File: src/rtl/maze_pkg.sv
// Shared maze geometry, keycodes and probe FSM encoding for the Pac-Man collision blocks.
package maze_pkg;

  localparam int TILE_SHIFT = 3;
  localparam int MAP_W      = 51;
  localparam int MAP_H      = 56;
  localparam int ADDR_W     = 12;

  localparam logic [7:0] KEY_LEFT  = 8'h04;
  localparam logic [7:0] KEY_RIGHT = 8'h07;
  localparam logic [7:0] KEY_DOWN  = 8'h16;
  localparam logic [7:0] KEY_UP    = 8'h1A;

  typedef enum logic [2:0] {IDLE, CALC, ISSUE, WAIT, DONE} probe_state_t;

  // Corner index doubles as the bit position in the published flag vector.
  typedef enum logic [1:0] {C_TL, C_TR, C_BL, C_BR} corner_t;

endpackage

File: src/rtl/frame_sync.sv
// Brings the slow frame strobe into the system clock domain and emits a one-cycle rising-edge pulse.
module frame_sync (
  input  logic clk,
  input  logic rst_n,
  input  logic async_in,
  output logic rise
);

  logic [2:0] sync_q, sync_d;

  always_comb sync_d = {sync_q[1:0], async_in};

  always_ff @(posedge clk or negedge rst_n) begin
    if (!rst_n) sync_q <= '0;
    else        sync_q <= sync_d;
  end

  assign rise = sync_q[1] & ~sync_q[2];

endmodule

File: src/rtl/wall_probe.sv
// Per-frame wall probe: samples the player box, looks up the two leading corners in the wall ROM
// and publishes the four corner-blocked flags together once the sequence completes.
module wall_probe #(
  parameter int TILE_SHIFT  = maze_pkg::TILE_SHIFT,
  parameter int MAP_W       = maze_pkg::MAP_W,
  parameter int MAP_H       = maze_pkg::MAP_H,
  parameter int ADDR_W      = maze_pkg::ADDR_W,
  parameter int ROM_LATENCY = 1
) (
  input  logic              Clk,
  input  logic              Reset_n,
  input  logic              frame_clk,
  input  logic [9:0]        BallX,
  input  logic [9:0]        BallY,
  input  logic [9:0]        BallS,
  input  logic [7:0]        keycode,
  output logic [ADDR_W-1:0] rom_addr,
  input  logic              rom_data,
  output logic              mapTL,
  output logic              mapTR,
  output logic              mapBL,
  output logic              mapBR,
  output logic              probe_busy,
  output logic              overrun
);
  import maze_pkg::*;

  localparam logic signed [10:0] X_LIM = 11'(MAP_W << TILE_SHIFT);
  localparam logic signed [10:0] Y_LIM = 11'(MAP_H << TILE_SHIFT);

  typedef struct packed {
    logic              en;
    logic              oob;
    corner_t           corner;
    logic [ADDR_W-1:0] addr;
  } slot_t;

  function automatic slot_t mk_slot(input logic signed [10:0] px, input logic signed [10:0] py,
                                    input corner_t c);
    slot_t       r;
    logic [21:0] a;
    a        = 22'(py >> TILE_SHIFT) * 22'(MAP_W) + 22'(px >> TILE_SHIFT);
    r.en     = 1'b1;
    r.oob    = px[10] | py[10] | (px >= X_LIM) | (py >= Y_LIM);
    r.corner = c;
    r.addr   = a[ADDR_W-1:0];
    return r;
  endfunction

  logic frame_rise;

  frame_sync u_sync (
    .clk      (Clk),
    .rst_n    (Reset_n),
    .async_in (frame_clk),
    .rise     (frame_rise)
  );

  probe_state_t      state_q, state_d;
  logic [1:0]        slot_idx_q, slot_idx_d;
  logic [1:0]        wcnt_q, wcnt_d;
  slot_t [1:0]       slots_q, slots_d, calc_slot;
  slot_t             nxt_slot, cur_slot;
  logic              has_dir, wait_last;
  logic signed [10:0] x, y, s;
  logic [3:0]        flags_q, flags_d, map_q, map_d;
  logic [ADDR_W-1:0] rom_addr_q, rom_addr_d;
  logic              busy_q, overrun_q, overrun_d;

  // Slots 0/1 hold the two corners facing the move; slots 2/3 only burn time.
  always_comb begin
    x         = signed'({1'b0, BallX});
    y         = signed'({1'b0, BallY});
    s         = signed'({1'b0, BallS});
    calc_slot = '0;
    has_dir   = 1'b1;
    case (keycode)
      KEY_LEFT: begin
        calc_slot[0] = mk_slot(x - s - 11'sd1, y - s, C_TL);
        calc_slot[1] = mk_slot(x - s - 11'sd1, y + s, C_BL);
      end
      KEY_RIGHT: begin
        calc_slot[0] = mk_slot(x + s + 11'sd1, y - s, C_TR);
        calc_slot[1] = mk_slot(x + s + 11'sd1, y + s, C_BR);
      end
      KEY_UP: begin
        calc_slot[0] = mk_slot(x - s, y - s - 11'sd1, C_TL);
        calc_slot[1] = mk_slot(x + s, y - s - 11'sd1, C_TR);
      end
      KEY_DOWN: begin
        calc_slot[0] = mk_slot(x - s, y + s + 11'sd1, C_BL);
        calc_slot[1] = mk_slot(x + s, y + s + 11'sd1, C_BR);
      end
      default: has_dir = 1'b0;
    endcase
  end

  assign wait_last = (state_q == WAIT) && (wcnt_q == 2'(ROM_LATENCY - 1));
  assign cur_slot  = slot_idx_q[1] ? slot_t'('0) : slots_q[slot_idx_q[0]];

  always_ff @(posedge Clk or negedge Reset_n) begin
    if (!Reset_n) state_q <= IDLE;
    else          state_q <= state_d;
  end

  always_comb begin
    state_d    = state_q;
    slot_idx_d = slot_idx_q;
    wcnt_d     = wcnt_q;
    case (state_q)
      IDLE:  if (frame_rise) state_d = CALC;
      CALC: begin
        slot_idx_d = '0;
        state_d    = has_dir ? ISSUE : DONE;
      end
      ISSUE: begin
        wcnt_d  = '0;
        state_d = WAIT;
      end
      WAIT: begin
        if (!wait_last)               wcnt_d  = wcnt_q + 2'd1;
        else if (slot_idx_q == 2'd3)  state_d = DONE;
        else begin
          state_d    = ISSUE;
          slot_idx_d = slot_idx_q + 2'd1;
        end
      end
      DONE:    state_d = IDLE;
      default: state_d = IDLE;
    endcase
  end

  // The address register loads on entry to ISSUE, so the first probe is taken from the live CALC result.
  always_comb begin
    slots_d    = slots_q;
    flags_d    = flags_q;
    map_d      = map_q;
    rom_addr_d = rom_addr_q;
    nxt_slot   = '0;
    overrun_d  = overrun_q | (frame_rise & (state_q != IDLE));
    if (state_q == CALC) begin
      slots_d  = calc_slot;
      flags_d  = '0;
      nxt_slot = calc_slot[0];
    end else if (!slot_idx_d[1]) begin
      nxt_slot = slots_q[slot_idx_d[0]];
    end
    if (state_d == ISSUE && nxt_slot.en && !nxt_slot.oob) rom_addr_d = nxt_slot.addr;
    if (wait_last && cur_slot.en) flags_d[cur_slot.corner] = cur_slot.oob | rom_data;
    if (state_d == DONE) map_d = flags_d;
  end

  always_ff @(posedge Clk or negedge Reset_n) begin
    if (!Reset_n) begin
      slot_idx_q <= '0;
      wcnt_q     <= '0;
      slots_q    <= '0;
      flags_q    <= '0;
      map_q      <= '0;
      rom_addr_q <= '0;
      busy_q     <= 1'b0;
      overrun_q  <= 1'b0;
    end else begin
      slot_idx_q <= slot_idx_d;
      wcnt_q     <= wcnt_d;
      slots_q    <= slots_d;
      flags_q    <= flags_d;
      map_q      <= map_d;
      rom_addr_q <= rom_addr_d;
      busy_q     <= (state_d != IDLE);
      overrun_q  <= overrun_d;
    end
  end

  assign rom_addr   = rom_addr_q;
  assign mapTL      = map_q[C_TL];
  assign mapTR      = map_q[C_TR];
  assign mapBL      = map_q[C_BL];
  assign mapBR      = map_q[C_BR];
  assign probe_busy = busy_q;
  assign overrun    = overrun_q;

endmodule

File: config.mk
export PLATFORM = sky130hd
export DESIGN_NAME = wall_probe
export DESIGN_NICKNAME = d
export VERILOG_FILES = /design/src/rtl/maze_pkg.sv /design/src/rtl/frame_sync.sv /design/src/rtl/wall_probe.sv
export SDC_FILE = /design/constraint.sdc
export NUM_CORES = 1
export LEC_CHECK = 0
export ABC_AREA = 1
export CORE_MARGIN = 2
export CORE_UTILIZATION = 45
export CTS_CLUSTER_SIZE = 10
export DETAILED_ROUTE_END_ITERATION = 16
export GPL_ROUTABILITY_DRIVEN = 0
export GPL_TIMING_DRIVEN = 1
export PLACE_DENSITY_LB_ADDON = 0.08
export SLEW_MARGIN = 20
export SYNTH_ARGS = -nofsm -noshare
export SYNTH_HDL_FRONTEND = slang
export SYNTH_SLANG_ARGS = --single-unit
File: constraint.sdc
create_clock -name Clk -period 3 [get_ports Clk]
set_clock_uncertainty 0.15 [all_clocks]
set_input_delay 0.45 -clock Clk [delete_from_list [all_inputs] [get_ports Clk]]
set_output_delay 0.45 -clock Clk [all_outputs]
set_load 0.005 [all_outputs]
==> impl_metrics.toml, run 1 <==
[logic_synthesis]
synth_edf_count = 0
async_flop_share_pct = 100
yosys.area.top_type_share_pct = 21.6
synth.avg_cell_area_um2 = 7.04
netlist_area_mm2 = 0.0115
syn_nets = 1916
ys_ff_latch = 63
synth_cell_types = 66
synth_top_area_cell = "ha_1"
yosysSeqAreaShare_pct = 13.7
synth_cells = 1632
synth.area.top_cells = "ha_1 22%, dfrtp_1 14%, nand2_1 12%"
synth_flop_cell = "dfrtp_1"
yosys_warnings = 0

[placed_design]
portBuffers = 59
hpwl_mm = 31.5

[layout]
final_cell_mix = "511 x buf_4, 325 x nand2_1, 232 x inv_1"
fin_util_pct = 74.8
syn_to_final_growth_pct = 63.5
drive_gt1_share_pct = 42.0
layout_commonest_cell = "buf_4"
nNetsFinal = 2507
fillers = 1866
insertedDiodeCount = 0

[timing]
fin_crit_sh_pct = 231
fmax_mhz = 145
setup_tns_ps = -90100
rsz0062_at_grt = "true"
min_period_ps = 6920
hold_viol = 0
worst_slack_ps = -3920
worst_slew_pin_slew_ps = 822
slew_viol_final = 0
setup_viol = 37
max_slew_margin_pct = 45.2

[critical_path]
r2r_setup_slack_ps = 330
worst_ep_arrival_time_ps = 6990
reg2reg_from = "state_q[2]"
cp_slowest_cell = "fa_1"
criticalPathCategory = "in2reg"
r2r_end = "rom_addr[1]"
cpPeakStageDelay_ps = 500
rr_worst_depth = 12
endpoint_kind = "register"
crit_start = "BallS[2]"
cp-start-kind = "primary input"
worst_path_most_repeated_cell = "nand2_1"
crit_fanout = 5
worstPathRequired_ps = 3070

[floorplan]
rows = 58
die_width_um = 164
initial_core_util_pct = 45.7
die_height_um = 164
core-area_mm2 = 0.0251
num_io_pins = 60
die_area_mm2 = 0.0268

[clock_tree]
cts_buffer_depth = 2
hold_buffers = 0
cts-htree-levels = 3
clock_sinks = 63
clk_latency_ps = 330
cts_buffers = 9
root_buffer = "clkbuf_16"
cts_tree = "built"
clk_pin_slew_ps = 60

[global_routing]
grt_util_all_layers_pct = 30.6
grt_pass1_vias = 13187
grt_first_pass_wirelength_mm = 65.3
grt_max_degree = 64
busiest_layer = "met2"
use_met2_pct = 53.5
use_met3_pct = 2.83
antenna_found_initial = 0
use_met1_pct = 40.0
grt-ovfl-total = 0

[route]
via_count = 13187
ant_nets = 0
first_pass_iters = 6
totalWireLength_mm = 42.4
wire_per_inst_um = 16.6
drtIter0Drc = 895
drc = 0
viasPerCell = 5.16

[outcome]
violations = "negative setup slack"
status = "finished, violations left"

[worst_hold_path]
hold_path.class = "in2async"

[job]
cap_violations = 0
==> worst max-delay path: cells and delay by family <==
| kind | cells | cell delay (ps) |
|---|---|---|
| buffers and inverters | 11 | 760 |
| and+or+nand+nor | 22 | 1950 |
| xor gates and xnor gates | 2 | 490 |
| adders and majority gates | 7 | 2230 |
| AOI/OAI and AO/OA | 8 | 1090 |
==> synthesized netlist by cell type (all sizes together), types with 5 or more instances <==
cell type	number
nand2	396
inv	282
ha	198
nor2	120
a21oi	110
nand3	99
o21ai	97
dfrtp	63
fa	44
xor2	41
xnor2	27
nor3	16
a31oi	15
nand4	15
buf	13
or2	13
clkbuf	12
o21bai	10
a21o	7
nand3b	5
o22ai	5
==> how the worst max path moves through the flow <==
stage	end	slack (ps)	cells past startpoint
2_1_floorplan	rom_addr[11]	-3630	50
3_3_place_gp	rom_addr[11]	-4590	44
3_5_place_dp	rom_addr[11]	-4710	47
4_1_cts	rom_addr[11]	-3420	50
5_1_grt	rom_addr[11]	-4270	51
6_report	rom_addr[11]	-3920	50
==> metrics by stage <==
stage | cell area [um^2] | worst slack, ps | hold slack (ps) | cells
2_1_floorplan | 11800 | -3630 | 4.41 | 1632
3_3_place_gp | 16300 | -4590 | 188 | 2474
3_5_place_dp | 16300 | -4710 | 188 | 2474
4_1_cts | 18200 | -3420 | 165 | 2538
5_1_grt | 18800 | -4270 | 202 | 2558
6_report | 18800 | -3920 | 135 | 2558
==> logic make-up (layout without fill, tap and decap cells) <==
logic type | count (synthesis) | count (layout) | share of synthesized area, %
and+or+nand+nor | 673 | 674 | 26.5
muxes | 4 | 4 | 0.392
buffers and inverters | 311 | 906 | 10.6
adders and majority gates | 242 | 242 | 29.2
xor gates and xnor gates | 68 | 68 | 5.45
AOI/OAI and AO/OA | 271 | 271 | 14.0
DFF | 63 | 63 | 13.7
==> metal layers <==
layer | share of wire (%) | routed length (um)
met1 | 44 | 18600
met2 | 49 | 20700
met3 | 4.2 | 1800
met4 | 3.1 | 1330
met5 | 0 | 0
==> timing repair <==
item / in CTS / in global routing
pin swaps: 156 / 55
gates resized for setup: 299 / 98
gates cloned: 2 / 0
setup buffers: 51 / 22
setup endpoints to repair: 38 / 42
==> sequential cells by signal (all words and copies together) (netlist names) <==
| name | flops |
|---|---|
| probe_busy | 1 |
| slots_q | 31 |
| wcnt_q | 2 |
| flags_q | 4 |
| map_q | 4 |
| overrun | 1 |
| u_sync.sync_q | 3 |
| rom_addr | 12 |
| slot_idx_q | 2 |
| state_q | 3 |
==> final cells by class <==
class	instances	area, um^2	share of cell area [%]
multi-input combinational	1259	10500	55.8
timing repair buffer	604	4870	25.9
sequential	63	1580	8.40
inverter	286	1120	5.96
tap	330	413	2.20
clock buffer	11	243	1.29
clock inverter	5	81.3	0.433
Power of run 1 is left out: the tool's default activity adds up to more than one toggle a clock period on the data nets, which glitch-free logic cannot reach.
==> inputs of run 2 (changes only) <==
--- a/config.mk
+++ b/config.mk
@@ -6,6 +6,7 @@
 export NUM_CORES = 1
 export LEC_CHECK = 0
 export ABC_AREA = 1
+export CORE_ASPECT_RATIO = 1.75
 export CORE_MARGIN = 2
 export CORE_UTILIZATION = 45
 export CTS_CLUSTER_SIZE = 10
==> run 2 against run 1 <==
Net effect:
- the run still ends with negative setup slack left
- final area grew 1.2%
- count of clock-buffer cells in the layout shrank 1
- flip-flop and latch count is the same
- register-to-register slack lost 90 ps
- via count grew 1.9%
- sequential share of layout area shrank 0.10 points
- largest cell class unchanged
==> impl_metrics.toml, run 2 (synthesized netlist as in run 1, its figures left out) <==
[critical_path]
worst_path_most_repeated_cell = "nand2_1"
worstPathRequired_ps = 3070
crit_fanout = 5
cp-start-kind = "primary input"
cpPeakStageDelay_ps = 400
criticalPathCategory = "in2reg"
endpoint_kind = "register"
cp_slowest_cell = "fa_1"
worst_ep_arrival_time_ps = 6870

[route]
first_pass_iters = 6
drc = 0
totalWireLength_mm = 45.4
via_count = 13437
wire_per_inst_um = 17.8
viasPerCell = 5.27
ant_nets = 0
drtIter0Drc = 480

[floorplan]
die_width_um = 125
rows = 77
die_height_um = 215
core-area_mm2 = 0.0251
initial_core_util_pct = 45.7
num_io_pins = 60
die_area_mm2 = 0.0269

[timing]
max_slew_margin_pct = 46.9
worst_slew_pin_slew_ps = 796
setup_tns_ps = -96720
worst_slack_ps = -3800
setup_viol = 38
min_period_ps = 6800
fin_crit_sh_pct = 227
rsz0062_at_grt = "true"
fmax_mhz = 147
hold_viol = 0
slew_viol_final = 0

[clock_tree]
clk_latency_ps = 320
cts-htree-levels = 3
cts_tree = "built"
root_buffer = "clkbuf_16"
cts_buffer_depth = 2
clk_pin_slew_ps = 50
hold_buffers = 0
clock_sinks = 63
cts_buffers = 9

[global_routing]
antenna_found_initial = 1
grt_first_pass_wirelength_mm = 66.9
grt-ovfl-total = 0
grt_max_degree = 64
grt_pass1_vias = 13825
grt_util_all_layers_pct = 31.3

[layout]
regMostFlops = "slots_q"
largest_reg_flops = 31
final_cell_mix = "490 x buf_4, 325 x nand2_1, 224 x inv_1"
nNetsFinal = 2514
fin_util_pct = 75.6
fillers = 1765
syn_to_final_growth_pct = 65.5
drive_gt1_share_pct = 42.9
layout_commonest_cell = "buf_4"

[outcome]
status = "finished, violations left"
violations = "negative setup slack"

[placed_design]
portBuffers = 59
hpwl_mm = 34.6
pre_cts_ws_ps = -4820

[job]
cap_violations = 0

[worst_hold_path]
hold_path.class = "in2async"
run 2: cell count changes in the layout (fill, tap and decap cells not counted), moves of 7 or more:
cell and change:
a21oi_4 +7, buf_4 -21, buf_6 +23, ha_1 +7, ha_4 -9, inv_1 -8, o21ai_1 -8
run 2: area by class of cell:
type                       instances  area (um^2)  area share, %
sequential                        63         1580           8.29
timing repair buffer             611         4990           26.2
clock inverter                     4         48.8          0.257
inverter                         286         1130           5.92
tap                              316          395           2.08
multi-input combinational       1259        10600           56.0
antenna                            1         2.50         0.0132
clock buffer                      10          229           1.20
run 2: repair_timing:
item                                    4_1_cts  5_1_grt
gates resized for setup                     288      169
cloned                                        1        1
endpoints found under the setup margin       38       42
pin swaps                                    95      137
setup buffers                                62       36
run 2: critical path: cells and delay by family:
family                   cells  cell delay, ps
AO/OA/AOI/OAI               12            1560
AND/OR/NAND/NOR             17            1300
XOR/XNOR                     3             570
buffers and inverters       12            1200
adder cells (fa/ha/maj)      6            1760
run 2: worst paths after layout:
path                                  start          endpoint  slack (ps)  cells past startpoint
setup / recovery                   BallS[2]      rom_addr[11]       -3800                     50
hold / removal                      Reset_n        flags_q[3]         120                      2
setup reg to reg                 state_q[2]      rom_addr[11]         240                     12
hold reg to reg            u_sync.sync_q[0]  u_sync.sync_q[1]         210                      0
max in group asynchronous           Reset_n       slots_q[23]        2030                      2
min in group Clk           u_sync.sync_q[0]  u_sync.sync_q[1]         210                      0
run 2: layer usage:
layer  part of all wire [%]  up-vias  GRT usage [%]  wire length, um
li1                       -     6468              -                -
met3                    3.0      225           1.57             1370
met5                      0        -              0                0
met1                     32     6309           27.7            14400
met4                     12        0           28.0             5240
met2                     54      435           62.0            24400
run 2: metrics by stage:
stage / hold WS, ps / instance area [um^2] / cells
5_1_grt: 213 / 19000 / 2550
3_5_place_dp: 203 / 16200 / 2452
4_1_cts: 161 / 18200 / 2523
3_3_place_gp: 189 / 16200 / 2452
6_report: 124 / 19000 / 2550
2_1_floorplan: 4.41 / 11800 / 1632
Power of run 2 is left out for the same reason.
==> inputs of run 3 (changes only) <==
--- a/config.mk
+++ b/config.mk
@@ -9,10 +9,11 @@
 export CORE_ASPECT_RATIO = 1.75
 export CORE_MARGIN = 2
 export CORE_UTILIZATION = 45
+export CTS_BUF_LIST = sky130_fd_sc_hd__clkbuf_4
 export CTS_CLUSTER_SIZE = 10
 export DETAILED_ROUTE_END_ITERATION = 16
 export GPL_ROUTABILITY_DRIVEN = 0
-export GPL_TIMING_DRIVEN = 1
+export GPL_TIMING_DRIVEN = 0
 export PLACE_DENSITY_LB_ADDON = 0.08
 export SLEW_MARGIN = 20
 export SYNTH_ARGS = -nofsm -noshare
==> run 3 against run 2 <==
Net effect:
- the flow still finishes with violations (negative setup slack)
- setup slack gained 60 ps
- die area is the same
- hold slack gained 82 ps
- routed wire length down 13%
- non-clock buffer count shrank 390
- utilization decreased by 12 points
- cell count shrank 15%
- count of clock-buffer cells in the layout did not move
- critical path type unchanged
==> impl_metrics.toml, run 3 (synthesized netlist as in run 1, its figures left out) <==
[critical_path]
cp.depth = 44
cpPeakStageDelay_ps = 550
worstPathRequired_ps = 3120
cp-start-kind = "primary input"
cp_slowest_cell = "fa_1"
cp_num_buf_inv = 17
endpoint_kind = "register"
crit_fanout = 4
criticalPathCategory = "in2reg"
worst_ep_arrival_time_ps = 6870
path_delay_family = "adder cells"
worst_path_most_repeated_cell = "buf_4"
rr_worst_depth = 12

[route]
wire_per_inst_um = 18.3
wl_met3_mm = 1.12
viasPerCell = 5.38
totalWireLength_mm = 39.5
wl_met1_mm = 12.9
first_pass_iters = 5
drc = 0
top_layer = "met4"
drtIter0Drc = 470
ant_nets = 0
via_count = 11627
wl_met2_mm = 21.4

[timing]
max_slew_margin_pct = 33.5
worst_slack_ps = -3740
rsz0062_at_grt = "true"
setup_viol = 36
min_period_ps = 6740
fmax_mhz = 148
slew_viol_final = 0
hold_viol = 0
fin_crit_sh_pct = 225
timing.hold.ws_ps = 206
worst_slew_pin_slew_ps = 997

[clock_tree]
cts_buffer_depth = 2
cts_tree = "built"
clock_sinks = 63
clk_pin_slew_ps = 100
cts_buffers = 9
root_buffer = "clkbuf_4"
clk_latency_ps = 410
cts-htree-levels = 3

[job]
cap_violations = 0

[layout]
final_cell_mix = "318 x nand2_1, 226 x inv_1, 132 x ha_1"
fillers = 2141
nNetsFinal = 2123
fin_util_pct = 63.8
syn_to_final_growth_pct = 39.7
drive_gt1_share_pct = 30.8
largest_reg_flops = 31
layout_commonest_cell = "nand2_1"
regMostFlops = "slots_q"

[global_routing]
grt-ovfl-total = 0
antenna_found_initial = 1
grt_first_pass_wirelength_mm = 59.3
grt_pass1_vias = 11824
grt_util_all_layers_pct = 27.8
grt_max_degree = 33

[placed_design]
portBuffers = 59
hpwl_mm = 30.3

[floorplan]
core-area_mm2 = 0.0251
num_io_pins = 60
die_height_um = 215
initial_core_util_pct = 45.7
rows = 77
die_width_um = 125
die_area_mm2 = 0.0269

[worst_hold_path]
worst_hold_path.num_cells = 0
hold_path.class = "reg2reg"

[outcome]
status = "finished, violations left"
violations = "negative setup slack"
==> run 3: cell count changes in the layout (fill, tap and decap cells not counted), moves of 7 or more <==
cell,change
buf_4,-382
buf_6,-26
nand2_4,+12
xor2_4,+12
clkbuf_1,+10
clkbuf_4,+10
clkbuf_16,-9
xor2_2,-8
clkdlybuf4s50_1,-7
nand2_1,-7
==> run 3: path summary, 6_finish.rpt <==
kind                                       start          endpoint  slack (ps)
worst max-delay path                    BallS[2]       slots_q[23]       -3740
worst min-delay path            u_sync.sync_q[0]  u_sync.sync_q[1]         210
worst max register to register        state_q[0]       rom_addr[2]         150
worst min register to register  u_sync.sync_q[0]  u_sync.sync_q[1]         210
max in group asynchronous                Reset_n        slots_q[2]        1820
min in group asynchronous                Reset_n          map_q[3]         350
==> run 3: layout make-up <==
type,instances,area (um^2),area share (%)
inverters,286,1130,7.07
clock inverters,6,27.5,0.172
well taps,316,395,2.46
plain buffers,23,135,0.842
repair buffers,198,1790,11.2
clock buffers,10,75.1,0.468
multi-input cells,1258,10900,68.0
diodes,1,2.50,0.0156
flip-flops and latches,63,1580,9.83
==> run 3: per-stage QoR <==
stage	cell area, um^2	setup slack, ps	setup TNS, ps	std cells
final	16000	-3740	-86260	2161
after global routing	16000	-4010	-92140	2161
after CTS	15200	-3580	-77990	2122
after detailed placement	12800	-5860	-152880	2008
after global placement	12800	-5760	-196570	2007
after floorplan	11800	-3630	-76510	1632
==> run 3: timing repair <==
item,in CTS,in global routing
pin swaps,127,106
setup buffers,98,40
resized for setup,375,121
hold endpoints to repair,31,0
hold buffers,1,0
endpoints found under the setup margin,38,38
==> run 3: per-layer routing <==
layer  GRT usage (%)  vias up
li1                -     5692
met3            1.67      161
met5               0        -
met2            55.6      329
met1            24.7     5445
met4            23.3        0
Power of run 3 is left out for the same reason.
